[config.mk]
export PLATFORM = sky130hd
export DESIGN_NAME = fetch_ctrl
export DESIGN_NICKNAME = d
export VERILOG_FILES = /design/src/rtl/fetch_ctrl.sv
export SDC_FILE = /design/constraint.sdc
export NUM_CORES = 1
export LEC_CHECK = 0
export ABC_AREA = 1
export CORE_AREA = 5 5 135 233
export CTS_BUF_LIST = sky130_fd_sc_hd__clkbuf_16
export CTS_CLUSTER_DIAMETER = 200
export DETAILED_ROUTE_END_ITERATION = 16
export DIE_AREA = 0 0 140 238
export PLACE_DENSITY = 0.52
export SLEW_MARGIN = 10
export SYNTH_ARGS = -nofsm -noshare
export SYNTH_HDL_FRONTEND = slang
export SYNTH_SLANG_ARGS = --single-unit
[constraint.sdc]
create_clock -name clock -period 6.4 [get_ports clock]
set_clock_uncertainty 0.05 [all_clocks]
set_input_delay 1.28 -clock clock [delete_from_list [all_inputs] [get_ports clock]]
set_output_delay 1.28 -clock clock [all_outputs]
set_load 0.01 [all_outputs]
[src/rtl/fetch_ctrl.sv]
// Instruction fetch front-end: issues word-aligned sequential fetches under a
// two-slot credit limit, buffers in-order responses with their fetch address
// in a 2-entry queue, and handles redirects by flushing and dropping stale
// responses that are still in flight.
module fetch_ctrl #(
  parameter logic [31:0] RESET_PC = 32'h0000_0000
) (
  input  logic        clock,
  input  logic        reset,
  output logic        imem_req,
  output logic [31:0] imem_addr,
  input  logic        imem_gnt,
  input  logic        imem_rvalid,
  input  logic [31:0] imem_rdata,
  input  logic        redirect_valid,
  input  logic [31:0] redirect_pc,
  input  logic        halt,
  output logic        inst_valid,
  input  logic        inst_ready,
  output logic [31:0] inst_code,
  output logic [31:0] inst_pc,
  output logic        halted
);

  // state   | meaning
  // ST_BOOT | first cycle after reset, no requests issued
  // ST_RUN  | issuing sequential fetches while credit allows
  // ST_HALT | no new requests; in-flight responses complete, buffer drains
  typedef enum logic [1:0] {ST_BOOT, ST_RUN, ST_HALT} state_t;

  state_t      state_q, state_d;
  logic [31:0] pc_q;
  logic [31:0] resp_pc_q;      // fetch address of the next kept response
  logic [1:0]  outstanding_q, outstanding_d;
  logic [1:0]  drop_q;
  logic [1:0]  count_q;
  logic        rd_ptr_q, wr_ptr_q;
  logic [31:0] buf_code_q [2];
  logic [31:0] buf_pc_q   [2];

  logic        pop, push, fire;
  logic [2:0]  in_use;
  logic [31:0] redirect_base;
  logic        unused_redirect_lsbs;

  assign unused_redirect_lsbs = ^redirect_pc[1:0];
  assign redirect_base        = {redirect_pc[31:2], 2'b00};

  assign inst_valid = (count_q != 2'd0);
  assign pop        = inst_valid && inst_ready;
  assign inst_code  = inst_valid ? buf_code_q[rd_ptr_q] : 32'h0;
  assign inst_pc    = inst_valid ? buf_pc_q[rd_ptr_q]   : 32'h0;

  // A pop this cycle frees its slot immediately, so a steady stream with
  // single-cycle memory latency can keep one request per cycle in flight.
  assign in_use    = {1'b0, outstanding_q} + {1'b0, count_q} - {2'b00, pop};
  assign imem_req  = (state_q == ST_RUN) && !redirect_valid && (in_use < 3'd2);
  assign imem_addr = {pc_q[31:2], 2'b00};
  assign fire      = imem_req && imem_gnt;

  // Responses are kept only when no stale responses remain to be dropped;
  // anything arriving in a redirect cycle belongs to the old stream.
  assign push = imem_rvalid && (drop_q == 2'd0) && !redirect_valid;

  assign outstanding_d = outstanding_q + {1'b0, fire} - {1'b0, imem_rvalid};
  assign halted        = (state_q == ST_HALT) && (outstanding_q == 2'd0);

  // Next-state logic for the boot/run/halt sequencer.
  always_comb begin
    state_d = state_q;
    unique case (state_q)
      ST_BOOT: state_d = ST_RUN;
      ST_RUN:  if (halt)  state_d = ST_HALT;
      ST_HALT: if (!halt) state_d = ST_RUN;
      default: state_d = ST_BOOT;
    endcase
  end

  // State register.
  always_ff @(posedge clock or negedge reset) begin
    if (!reset) state_q <= ST_BOOT;
    else        state_q <= state_d;
  end

  // Fetch pointer, credit/drop counters and buffer pointers.
  always_ff @(posedge clock or negedge reset) begin
    if (!reset) begin
      pc_q          <= RESET_PC;
      resp_pc_q     <= RESET_PC;
      outstanding_q <= 2'd0;
      drop_q        <= 2'd0;
      count_q       <= 2'd0;
      rd_ptr_q      <= 1'b0;
      wr_ptr_q      <= 1'b0;
    end else begin
      outstanding_q <= outstanding_d;
      if (redirect_valid) begin
        pc_q      <= redirect_base;
        resp_pc_q <= redirect_base;
        drop_q    <= outstanding_d;
        count_q   <= 2'd0;
        rd_ptr_q  <= wr_ptr_q;
      end else begin
        if (fire) pc_q <= pc_q + 32'd4;
        if (push) begin
          resp_pc_q <= resp_pc_q + 32'd4;
          wr_ptr_q  <= ~wr_ptr_q;
        end
        if (pop) rd_ptr_q <= ~rd_ptr_q;
        if (imem_rvalid && (drop_q != 2'd0)) drop_q <= drop_q - 2'd1;
        count_q <= count_q + {1'b0, push} - {1'b0, pop};
      end
    end
  end

  // Response buffer storage: instruction word plus its fetch address.
  always_ff @(posedge clock or negedge reset) begin
    if (!reset) begin
      buf_code_q[0] <= 32'h0;
      buf_code_q[1] <= 32'h0;
      buf_pc_q[0]   <= 32'h0;
      buf_pc_q[1]   <= 32'h0;
    end else if (push) begin
      buf_code_q[wr_ptr_q] <= imem_rdata;
      buf_pc_q[wr_ptr_q]   <= resp_pc_q;
    end
  end

endmodule

==> results.py <==
metrics = {
    "placed_design": {
        "port_buffers": 163,
        "dp_slack_ns": 1.249,
        "place_hpwl_um": 20780,
        "place.gp.congestion": 0.8739,
    },
    "worst_setup_path": {
        "arrival_ns": 3.82,
        "crit_buf_inv": 5,
        "rrSetupSlack_ns": 3.10,
        "r2r_cells": 17,
        "endpoint": "imem_req",
        "cp-startpoint": "inst_ready",
        "cp_slowest_cell": "clkdlybuf4s50_1",
        "worst_setup_path_end_kind": "primary output",
        "path_cells": "clkdlybuf4s50_1 > inv_1 > nor2_1 > ha_1 > inv_1 > nand2_1 > fa_1 > inv_1 > nor2_1 > o21ai_2 > nor3_1 > clkdlybuf4s50_1",
        "cp_max_fo": 3,
        "crit_family": "buffers and inverters",
        "critPathMaxStageDelay_ns": 0.56,
        "reg2reg_to": "drop_q[1]$_DFFE_PN0P_",
        "cp.required_ns": 5.07,
        "reg2reg_from": "count_q[1]$_DFF_PN0_",
        "worst-path-stages": 12,
        "critical_path.most_common_cell": "inv_1",
        "start_kind": "primary input",
        "critical_path_class": "primary input to primary output",
    },
    "yosys": {
        "netlist_top_cells_count": "nand2_1 (483), dfrtp_1 (194), inv_1 (139), o21ai_0 (92), a21oi_1 (78)",
        "synth_cell_types": 33,
        "synth_compound_area_frac": 0.1352,
        "yosysTopAreaCell": "dfrtp_1",
        "synth_warnings": 0,
        "syn_area_per_cell_sq_um": 7.467,
        "synth-edff-count": 0,
        "async_flop_share": 1.000,
        "synth-xor-area-share": 0.02163,
        "synthesis.area_sq_mm": 0.01012,
        "synth_top_family_by_area": "simple AND/OR/NAND/NOR gates",
        "synth-main-ff-cell": "dfrtp_1",
        "ys_seq_area_frac": 0.4795,
        "synthAdderAreaFrac": 0.01310,
        "yosysTopAreaCellShare": 0.4795,
        "syn_inst": 1356,
        "ys_seq_elements": 194,
        "synthMuxAreaShare": 0,
        "synth.top_cells.by_area": "dfrtp_1 (48%), nand2_1 (18%), inv_1 (5.2%)",
        "synthSimpleGateAreaFrac": 0.2625,
        "synth.most_common_cell": "nand2_1",
    },
    "status": {
        "outcome": "completed",
    },
    "detailed_routing": {
        "antenna_left": 0,
        "wl_per_cell_um": 15.90,
        "dr.pass1.iters": 5,
        "routed_wl_um": 29870,
        "drc_errors": 0,
        "dr.first_iter.drc_count": 470,
        "vias": 9068,
        "vias_per_cell": 4.826,
    },
    "grt": {
        "grt.overflow.total": 0,
        "grt_max_degree": 122,
        "antenna_found_initial": 0,
        "grt_pass1_wl_um": 48110,
        "grt_pass1_vias": 9070,
        "grt_use_total": 0.1819,
    },
    "final_layout": {
        "diodes": 0,
        "fin_nets": 1565,
        "drive_above_1_share": 0.03941,
        "area_growth_syn_to_layout_pct": 23.32,
    },
    "clock_network": {
        "cts.hold.buffers_added": 0,
        "cts_num_sinks": 194,
        "clkTransAtPathRegs_ns": 0.06,
        "numCtsBuffers": 17,
        "cts_tree": "done",
        "cts_root_buf": "clkbuf_16",
        "post_cts_resized": 0,
        "htreeDepth": 4,
        "cts_buffer_depth": 2,
        "clk_latency_ns": 0.45,
        "cts_setup_buffers": 0,
    },
    "timing": {
        "clock.fmax_mhz": 194.3,
        "maxSlewViolCount": 0,
        "fin_crit_ns": 5.146,
        "setup-tns-final_ns": 0,
        "holdWs_ns": 0.4340,
        "finalSetupViolCount": 0,
        "period_share": 0.8041,
        "tightestPinTransition_ns": 1.150,
        "rsz0062_at_grt": "no",
        "max-slew-margin-rel": 0.2331,
        "fin_ws_ns": 1.254,
        "finalHoldViolations": 0,
    },
    "pwr": {
        "total_power_uw": 4662,
        "p_sw_uw": 1790,
        "p_comb_frac": 0.376,
        "vdd_ir_drop_max_mv": 0.2214,
        "switching_share": 0.3840,
        "power_leakage_uw": 0.005728,
        "internal-power_uw": 2872,
        "sequentialPowerShare": 0.420,
        "power.density_mw_per_mm2": 373.4,
        "clockPowerShare": 0.204,
    },
    "run": {
        "max_cap_violations": 0,
    },
    "floorplanning": {
        "die_width_um": 140,
        "io_pins": 170,
        "core_sq_mm": 0.02929,
        "dieHeight_um": 238,
        "fp-row-count": 83,
        "start_util": 0.3457,
        "dieArea_sq_mm": 0.03332,
    },
    "hold_path": {
        "holdCritPathClass": "flip-flop to flip-flop",
    },
}
==> tightest hold or removal path, delay by kind of cell, from the launching register on <==
family	cells	cell delay, ns
AND/OR/NAND/NOR	1	0.06
AO/OA/AOI/OAI	1	0.04
flip-flops	1	0.34
==> worst min path at each step <==
stage	start	to	slack (ns)	depth (start not counted)
after global routing	buf_code_q[33]$_DFFE_PN0P_	buf_code_q[33]$_DFFE_PN0P_	0.45	2
after floorplan	buf_pc_q[30]$_DFFE_PN0P_	buf_pc_q[30]$_DFFE_PN0P_	0.40	2
final	buf_code_q[33]$_DFFE_PN0P_	buf_code_q[33]$_DFFE_PN0P_	0.43	2
after CTS	buf_code_q[33]$_DFFE_PN0P_	buf_code_q[33]$_DFFE_PN0P_	0.44	2
after detailed placement	buf_code_q[33]$_DFFE_PN0P_	buf_code_q[33]$_DFFE_PN0P_	0.42	2
after global placement	buf_pc_q[18]$_DFFE_PN0P_	buf_pc_q[18]$_DFFE_PN0P_	0.42	2
==> cell usage in the layout (no fill, tap or decap), types with 6 or more instances in the layout <==
cell	count
nand2_1	482
dfrtp_1	193
clkdlybuf4s50_1	162
inv_1	142
o21ai_0	92
a21oi_1	78
nor2_1	75
nand3_1	69
o21ai_1	57
xor2_1	18
clkbuf_16	17
o211ai_1	13
nor3_1	12
ha_1	9
buf_4	8
xnor2_1	7
nand4_1	6
o221ai_1	6
==> stage by stage <==
stage	instance area (sq um)	instances	util
6_report	12490	1879	0.4263
5_1_grt	12490	1879	0.4263
4_1_cts	12490	1879	0.4263
3_5_place_dp	11980	1847	0.4091
3_3_place_gp	11980	1847	0.4091
2_1_floorplan	10140	1359	-
==> power groups by stage <==
stage	Combinational (uW)	Clock, uW	Sequential, uW
after floorplan	1090	0	1920
after global placement	1770	0	1970
after detailed placement	1780	0	1970
after global routing	2000	1040	2020
after CTS	1790	993	1960
final	1750	953	1960
==> registers in the layout (all words and copies together), names as in the netlist <==
register	count
count_q	2
outstanding_q	2
rd_ptr_q	1
buf_pc_q	60
drop_q	2
resp_pc_q	30
buf_code_q	64
wr_ptr_q	1
pc_q	30
state_q	2
==> final cells by class <==
cell class	instances	area [sq um]
fill	3061	16800
sequential	194	4856
multi-input combinational	956	4410
timing repair buffer	171	1695
inverter	144	540.5
tap	382	478.0
clock buffer	17	425.4
clock inverter	15	80.08
==> cells by family after synthesis <==
logic type,Yosys count
buffers and inverters,209
AND/OR/NAND/NOR,660
AO/OA/AOI/OAI,257
other,1
XOR/XNOR,25
flip-flops,194
adder cells (fa/ha/maj),10
==> routing by layer <==
layer	up-vias	track usage	wire (um)
met4	0	0.09286	1376
met3	61	0.03289	1051
met5	-	0	0
li1	4559	-	-
met1	4212	0.2164	12380
met2	236	0.3134	15070
Note: power is estimated with default switching activity, not from simulation.
